### src/rtl/pcm_pkg.sv
`timescale 1ns/1ps
// pcm_pkg
// Shared definitions for the PCM record/playback sequencer: default widths,
// the controller state encoding and the state_led mapping.
// No ports (package).
package pcm_pkg;

    localparam int DBITS_DEFAULT  = 8;
    localparam int CBITS_DEFAULT  = 20;
    localparam int RD_LAT_DEFAULT = 2;

    // State values double as the LED code, so CLEAR/DRAIN share 2'b11.
    typedef enum logic [1:0] {
        IDLE   = 2'b00,
        RECORD = 2'b01,
        PLAY   = 2'b10,
        CLEAR  = 2'b11
    } state_e;

    localparam logic [1:0] LED_IDLE   = 2'b00;
    localparam logic [1:0] LED_RECORD = 2'b01;
    localparam logic [1:0] LED_PLAY   = 2'b10;
    localparam logic [1:0] LED_CLEAR  = 2'b11;

    function automatic logic [1:0] stateLed(input state_e s);
        logic [1:0] led;
        case (s)
            IDLE:    led = LED_IDLE;
            RECORD:  led = LED_RECORD;
            PLAY:    led = LED_PLAY;
            CLEAR:   led = LED_CLEAR;
            default: led = LED_IDLE;
        endcase
        return led;
    endfunction

endpackage

### src/rtl/btn_edge.sv
`timescale 1ns/1ps
// btn_edge
// Two-flop synchroniser for a raw push-button followed by a rising-edge
// detector. Produces exactly one single-cycle pulse per press.
// Ports:
//   clock   in  system clock
//   reset   in  asynchronous active-low reset
//   btn_i   in  raw (asynchronous) button level
//   press_o out one-cycle pulse on a synchronised rising edge
module btn_edge
    import pcm_pkg::*;
(
    input  logic clock,
    input  logic reset,
    input  logic btn_i,
    output logic press_o
);

    logic sync1_q;
    logic sync2_q;
    logic prev_q;

    // Synchroniser chain plus one extra flop remembering the previous
    // synchronised level for edge detection.
    always_ff @(posedge clock or negedge reset) begin
        if (!reset) begin
            sync1_q <= 1'b0;
            sync2_q <= 1'b0;
            prev_q  <= 1'b0;
        end else begin
            sync1_q <= btn_i;
            sync2_q <= sync1_q;
            prev_q  <= sync2_q;
        end
    end

    assign press_o = sync2_q & ~prev_q;

endmodule

### src/rtl/pcm_rec_play_ctrl.sv
`timescale 1ns/1ps
// pcm_rec_play_ctrl
// Record/playback sequencer for the PCM microphone sample FIFO. Writes one
// microphone sample per sample tick while recording, reads one sample per
// tick while playing, and clears the FIFO before every new take.
// Ports:
//   clock, reset            system clock, asynchronous active-low reset
//   btn_rec, btn_play       raw buttons; each press toggles record / play
//   sample_tick, mic_data   sample-rate strobe and current mic sample
//   fifo_full, fifo_empty   FIFO flags (valid RD_LAT+1 cycles after a pulse)
//   fifo_dout               FIFO read data (valid RD_LAT cycles after fifo_rd)
//   fifo_wr, fifo_rd        one-cycle FIFO requests, never together
//   fifo_din                write data, held between writes
//   fifo_clr                one-cycle FIFO clear pulse
//   pcm_out, pcm_valid      last played sample and its update strobe
//   sample_count            samples recorded in the current/last take
//   overrun                 sticky: a tick was dropped inside the guard window
//   state_led               00 IDLE, 01 RECORD, 10 PLAY, 11 CLEAR/DRAIN
module pcm_rec_play_ctrl
    import pcm_pkg::*;
#(
    parameter int          DBITS       = DBITS_DEFAULT,
    parameter int          CBITS       = CBITS_DEFAULT,
    parameter int unsigned MAX_SAMPLES = (2**20) - 1,
    parameter int          RD_LAT      = RD_LAT_DEFAULT
) (
    input  logic             clock,
    input  logic             reset,
    input  logic             btn_rec,
    input  logic             btn_play,
    input  logic             sample_tick,
    input  logic [DBITS-1:0] mic_data,
    input  logic             fifo_full,
    input  logic             fifo_empty,
    input  logic [DBITS-1:0] fifo_dout,
    output logic             fifo_wr,
    output logic             fifo_rd,
    output logic [DBITS-1:0] fifo_din,
    output logic             fifo_clr,
    output logic [DBITS-1:0] pcm_out,
    output logic             pcm_valid,
    output logic [CBITS-1:0] sample_count,
    output logic             overrun,
    output logic [1:0]       state_led
);

    localparam int               GW         = $clog2(RD_LAT + 2);
    localparam logic [GW-1:0]    GUARD_LOAD = GW'(RD_LAT + 1);
    localparam logic [CBITS-1:0] MAX_CNT    = CBITS'(MAX_SAMPLES);

    logic recPress;
    logic playPress;

    state_e           state_q,     state_d;
    logic [GW-1:0]    guard_q,     guard_d;
    logic [GW-1:0]    drain_q,     drain_d;
    logic [RD_LAT-1:0] rdPipe_q,   rdPipe_d;
    logic             stop_q,      stop_d;
    logic             fifoWr_q,    fifoWr_d;
    logic             fifoRd_q,    fifoRd_d;
    logic             fifoClr_q,   fifoClr_d;
    logic [DBITS-1:0] fifoDin_q,   fifoDin_d;
    logic [DBITS-1:0] pcmOut_q,    pcmOut_d;
    logic             pcmValid_q,  pcmValid_d;
    logic [CBITS-1:0] count_q,     count_d;
    logic             overrun_q,   overrun_d;

    logic guardOpen;
    logic tickOk;
    logic readPending;

    btn_edge uRecEdge (
        .clock   (clock),
        .reset   (reset),
        .btn_i   (btn_rec),
        .press_o (recPress)
    );

    btn_edge uPlayEdge (
        .clock   (clock),
        .reset   (reset),
        .btn_i   (btn_play),
        .press_o (playPress)
    );

    // The FIFO flags are stale until RD_LAT+1 cycles after a wr/rd pulse,
    // so a tick is only usable once the guard counter has run out.
    assign guardOpen   = (guard_q == '0);
    assign tickOk      = sample_tick & guardOpen;
    assign readPending = fifoRd_q | (|rdPipe_q);

    // Next-state logic: FSM, guard/drain counters, read-latency pipe and
    // the sample counter. stop_q remembers an exit request that has to
    // wait for the guard window or an outstanding read.
    always_comb begin
        state_d    = state_q;
        guard_d    = guardOpen ? '0 : guard_q - GW'(1);
        drain_d    = drain_q;
        stop_d     = stop_q;
        fifoWr_d   = 1'b0;
        fifoRd_d   = 1'b0;
        fifoClr_d  = 1'b0;
        fifoDin_d  = fifoDin_q;
        pcmOut_d   = pcmOut_q;
        pcmValid_d = 1'b0;
        count_d    = count_q;
        overrun_d  = overrun_q | (sample_tick & ~guardOpen);
        rdPipe_d   = RD_LAT'({rdPipe_q, fifoRd_q});

        // The pipe tail marks the cycle in which fifo_dout is valid for
        // the read issued RD_LAT cycles earlier.
        if (rdPipe_q[RD_LAT-1]) begin
            pcmOut_d   = fifo_dout;
            pcmValid_d = 1'b1;
        end

        case (state_q)
            IDLE: begin
                stop_d = 1'b0;
                if (recPress) begin
                    state_d   = CLEAR;
                    fifoClr_d = 1'b1;
                    count_d   = '0;
                    drain_d   = GUARD_LOAD;
                end else if (playPress && !fifo_empty) begin
                    state_d = PLAY;
                end
            end

            CLEAR: begin
                stop_d = 1'b0;
                if (drain_q == '0) begin
                    state_d = RECORD;
                end else begin
                    drain_d = drain_q - GW'(1);
                end
            end

            RECORD: begin
                if (recPress || (tickOk && fifo_full) || (count_q == MAX_CNT)) begin
                    stop_d = 1'b1;
                end
                if (stop_d) begin
                    if (guardOpen) begin
                        state_d = IDLE;
                        stop_d  = 1'b0;
                    end
                end else if (tickOk) begin
                    fifoDin_d = mic_data;
                    fifoWr_d  = 1'b1;
                    guard_d   = GUARD_LOAD;
                    count_d   = count_q + CBITS'(1);
                end
            end

            PLAY: begin
                if (playPress) begin
                    stop_d = 1'b1;
                end
                if (stop_d) begin
                    if (!readPending) begin
                        state_d = IDLE;
                        stop_d  = 1'b0;
                    end
                end else if (tickOk) begin
                    if (!fifo_empty) begin
                        fifoRd_d = 1'b1;
                        guard_d  = GUARD_LOAD;
                    end else if (!readPending) begin
                        state_d = IDLE;
                    end
                end
            end

            default: begin
                state_d = IDLE;
            end
        endcase
    end

    // State and output registers; reset drops any in-flight read.
    always_ff @(posedge clock or negedge reset) begin
        if (!reset) begin
            state_q    <= IDLE;
            guard_q    <= '0;
            drain_q    <= '0;
            rdPipe_q   <= '0;
            stop_q     <= 1'b0;
            fifoWr_q   <= 1'b0;
            fifoRd_q   <= 1'b0;
            fifoClr_q  <= 1'b0;
            fifoDin_q  <= '0;
            pcmOut_q   <= '0;
            pcmValid_q <= 1'b0;
            count_q    <= '0;
            overrun_q  <= 1'b0;
        end else begin
            state_q    <= state_d;
            guard_q    <= guard_d;
            drain_q    <= drain_d;
            rdPipe_q   <= rdPipe_d;
            stop_q     <= stop_d;
            fifoWr_q   <= fifoWr_d;
            fifoRd_q   <= fifoRd_d;
            fifoClr_q  <= fifoClr_d;
            fifoDin_q  <= fifoDin_d;
            pcmOut_q   <= pcmOut_d;
            pcmValid_q <= pcmValid_d;
            count_q    <= count_d;
            overrun_q  <= overrun_d;
        end
    end

    assign fifo_wr      = fifoWr_q;
    assign fifo_rd      = fifoRd_q;
    assign fifo_clr     = fifoClr_q;
    assign fifo_din     = fifoDin_q;
    assign pcm_out      = pcmOut_q;
    assign pcm_valid    = pcmValid_q;
    assign sample_count = count_q;
    assign overrun      = overrun_q;
    assign state_led    = stateLed(state_q);

endmodule

### config.mk
export PLATFORM = sky130hd
export DESIGN_NAME = pcm_rec_play_ctrl
export DESIGN_NICKNAME = d
export VERILOG_FILES = /design/src/rtl/pcm_pkg.sv /design/src/rtl/btn_edge.sv /design/src/rtl/pcm_rec_play_ctrl.sv
export SDC_FILE = /design/constraint.sdc
export NUM_CORES = 1
export LEC_CHECK = 0
export ABC_AREA = 1
export ABC_CLOCK_PERIOD_IN_PS = 2000
export CAP_MARGIN = 0
export CELL_PAD_IN_SITES_DETAIL_PLACEMENT = 2
export CELL_PAD_IN_SITES_GLOBAL_PLACEMENT = 2
export CORE_UTILIZATION = 28
export CTS_CLUSTER_DIAMETER = 80
export DETAILED_ROUTE_END_ITERATION = 8
export PLACE_DENSITY = 0.87
export SKIP_CTS_REPAIR_TIMING = 1
export SLEW_MARGIN = 15
export SYNTH_ARGS = -nofsm -noshare
export SYNTH_HDL_FRONTEND = slang
export SYNTH_SLANG_ARGS = --single-unit
### constraint.sdc
create_clock -name clock -period 2 [get_ports clock]
set_clock_uncertainty 0.05 [all_clocks]
set_input_delay 0.4 -clock clock [delete_from_list [all_inputs] [get_ports clock]]
set_output_delay 0.4 -clock clock [all_outputs]
set_load 0.005 [all_outputs]
==> impl_metrics.env <==
export IMPL_status="complete, no violations"
export IMPL_io_pins=66
export IMPL_routedWlPerCell_um=15.9
export IMPL_num_antenna_cells=0
export IMPL_powerDensity_nw_per_um2=1080
export IMPL_maxCapViolations=0
export IMPL_vdd_ir_drop_max_mv=0.573
export IMPL_synth_flop_cell="dfrtp_1"
export IMPL_synth_top_area_share_pct=49.3
export IMPL_register_area_um2=1400
export IMPL_whs_ns=0.0141
export IMPL_h_tree_depth=2
export IMPL_required_ns=2.15
export IMPL_yosys_warnings=0
export IMPL_drv_slew=0
export IMPL_multi_input_area_um2=1260
export IMPL_utilization_pct=39.9
export IMPL_ant_nets=0
export IMPL_min_path_type="input pin to async pin"
export IMPL_r2r_end="state_q[1]"
export IMPL_cts_buffers=5
export IMPL_critical_path_class="flip-flop to flip-flop"
export IMPL_firstDrtPassIters=3
export IMPL_hold_violations=0
export IMPL_viasPerCell=4.71
export IMPL_overflow=0
export IMPL_post_route_period_util_pct=94.4
export IMPL_place_gp_congestion=0.779
export IMPL_cp_max_fo=7
export IMPL_clockBufferDepth=2
export IMPL_syn_nets=394
export IMPL_post_synth_top_count_cell="nand2_1"
export IMPL_port_buffers=65
export IMPL_p_total_mw=4.23
export IMPL_chipHeight_um=103
export IMPL_wl_um=9330
export IMPL_track_usage_pct=18.5
export IMPL_cts_root_buffer="clkbuf_8"
export IMPL_power_frac_seq_pct=36.8
export IMPL_tightest_slew_ns=0.335
export IMPL_drive_gt1_share_pct=11.2
export IMPL_setup_viol_count_final=0
export IMPL_crit_chain="buf_4 > ha_1 > buf_4 > a21oi_1 > nand3_1 > a21oi_1 > nand2_1 > nand2_1 > o21ai_0"
export IMPL_slew_headroom_pct=77.4
export IMPL_yosysTopAreaCell="dfrtp_1"
export IMPL_p_leak_nw=1.91
export IMPL_internal_power_mw=2.57
export IMPL_area_growth_pct=37.9
export IMPL_async_flop_share_pct=100
export IMPL_yosysUniqueCellTypes=26
export IMPL_worstSkewPairLatency_ns=0.32
export IMPL_synth_area_um2=2840
export IMPL_netSwitchingFraction_pct=39.3
export IMPL_r2r_slack_ns=0.11
export IMPL_cts_clk_slew_worst_paths_ns=0.11
export IMPL_setup_ws_ns=0.112
export IMPL_period_minus_slack_ns=1.89
export IMPL_dpl_worst_slack_ns=0.0123
export IMPL_synth_area_top_cells="dfrtp_1 (49%), nand2_1 (20%), nor2_1 (4.5%)"
export IMPL_arrival_ns=2.03
export IMPL_cts_sinks=56
export IMPL_critPathSlowestCell="dfrtp_1"
export IMPL_synth_edf_count=0
export IMPL_place_inst=575
export IMPL_ys_ff_latch=56
export IMPL_yosysSeqAreaShare_pct=49.3
export IMPL_rows=36
export IMPL_start_util_pct=28.9
export IMPL_die_x_um=103
export IMPL_synth_commonest_cells="nand2_1 (149), dfrtp_1 (56), nor2_1 (34)"
export IMPL_r2r_start="state_q[0]"
export IMPL_p_switching_mw=1.66
export IMPL_crit_path_end_kind="flip-flop"
export IMPL_synth_cells=365
export IMPL_core_region_area_um2=9820
export IMPL_hpwlAfterDp_um=7020
export IMPL_timing_fmax_mhz=530
export IMPL_instances_no_fill=587
export IMPL_fillCellCount=1147
export IMPL_fp_dieArea_um2=10600
export IMPL_grt_max_degree=57
export IMPL_drcViolationCount=0
export IMPL_avgSynthCellArea_um2=7.78
export IMPL_initialDrtViolationCount=68
export IMPL_pwr_share_clk_pct=16.1
export IMPL_rr_worst_depth=9
export IMPL_cts_tree="done"
export IMPL_fin_nets=482
export IMPL_grt_pass1_vias=3108
export IMPL_antenna_found_initial=0
export IMPL_routed_via_count=2762
export IMPL_comb_power_share_pct=47.0
export IMPL_critical_path_max_stage_delay_ns=0.41
export IMPL_start_kind="flip-flop"
export IMPL_grt_first_pass_wirelength_um=15000
how the worst max path moves through the flow:
stage               cells after the start  slack [ns]       startpoint               end
global placement                       11        0.10      sample_tick  sample_count[15]
detailed placement                     11        0.01      sample_tick  sample_count[15]
floorplan                              11        0.30  sample_count[0]  sample_count[15]
global route                           11       -0.04       state_q[1]        state_q[1]
finish                                  9        0.11       state_q[0]        state_q[1]
CTS                                     5       -0.30       state_q[0]      state_led[1]
metrics by stage:
stage / TNS, ns / cell area [µm²]
floorplan: 0 / 2840
global placement: 0 / 3780
detailed placement: 0 / 3780
CTS: -0.439 / 3870
global route: -0.0375 / 3920
finish: 0 / 3920
worst max-delay path: cells and delay by family, from the launching register on:
kind / cells / cell delay (ns)
compound gates: 3 / 0.44
buf+inv: 2 / 0.32
flops: 1 / 0.41
fa+ha+maj: 1 / 0.23
simple gates: 3 / 0.32
cell type report:
cell class | instances | area share (%)
sequential | 56 | 35.8
multi-input combinational | 264 | 32.2
timing repair buffer | 88 | 21.6
tap | 133 | 4.25
inverter | 38 | 3.64
clock buffer | 6 | 2.11
clock inverter | 2 | 0.383
kinds of logic (layout without fill, tap and decap cells):
logic type | after synthesis | after routing | share of synthesized area (%)
AOI/OAI and AO/OA | 20 | 20 | 4.18
xor gates and xnor gates | 10 | 10 | 3.08
adders and majority gates | 6 | 6 | 2.64
buffers and inverters | 45 | 134 | 6.61
DFF | 56 | 56 | 49.3
and+or+nand+nor | 228 | 228 | 34.2
flip-flops by register name, indices dropped and copies added, names as in the netlist, 2 cells and up:
signal,cells
fifo_din,8
rdPipe_q,2
drain_q,2
sample_count,20
guard_q,2
pcm_out,8
state_q,2
power by group through the flow:
stage          sequential [mW]  clock (mW)  combinational [mW]
2_1_floorplan             1.57           0               0.891
3_3_place_gp              1.56           0                1.79
3_5_place_dp              1.59           0                1.90
4_1_cts                   1.57       0.708                1.93
5_1_grt                   1.59       0.742                2.19
6_report                  1.56       0.682                1.99
routing by layer:
| metal | up-vias | global-route usage (%) | wire length [µm] |
|---|---|---|---|
| met5 | - | 0 | 0 |
| met2 | 47 | 35.5 | 5120 |
| li1 | 1310 | - | - |
| met1 | 1389 | 21.2 | 3790 |
| met4 | 0 | 5.20 | 174 |
| met3 | 16 | 2.51 | 243 |
cell usage in the layout (no fill, tap or decap), types with 3 or more instances in the layout:
cell type / Yosys / routed
a21oi_1: 7 / 6
buf_4: 0 / 21
clkbuf_8: 0 / 6
clkdlybuf4s50_1: 0 / 62
dfrtp_1: 56 / 56
ha_1: 6 / 5
inv_1: 33 / 32
inv_2: 5 / 6
nand2_1: 149 / 149
nand2_2: 3 / 3
nand3_1: 22 / 22
nand4_1: 6 / 6
nor2_1: 34 / 34
nor2_2: 3 / 3
nor3_1: 5 / 5
o21ai_0: 6 / 5
o21bai_1: 4 / 4
xor2_1: 8 / 8
Power figures use the tool's default switching activity.
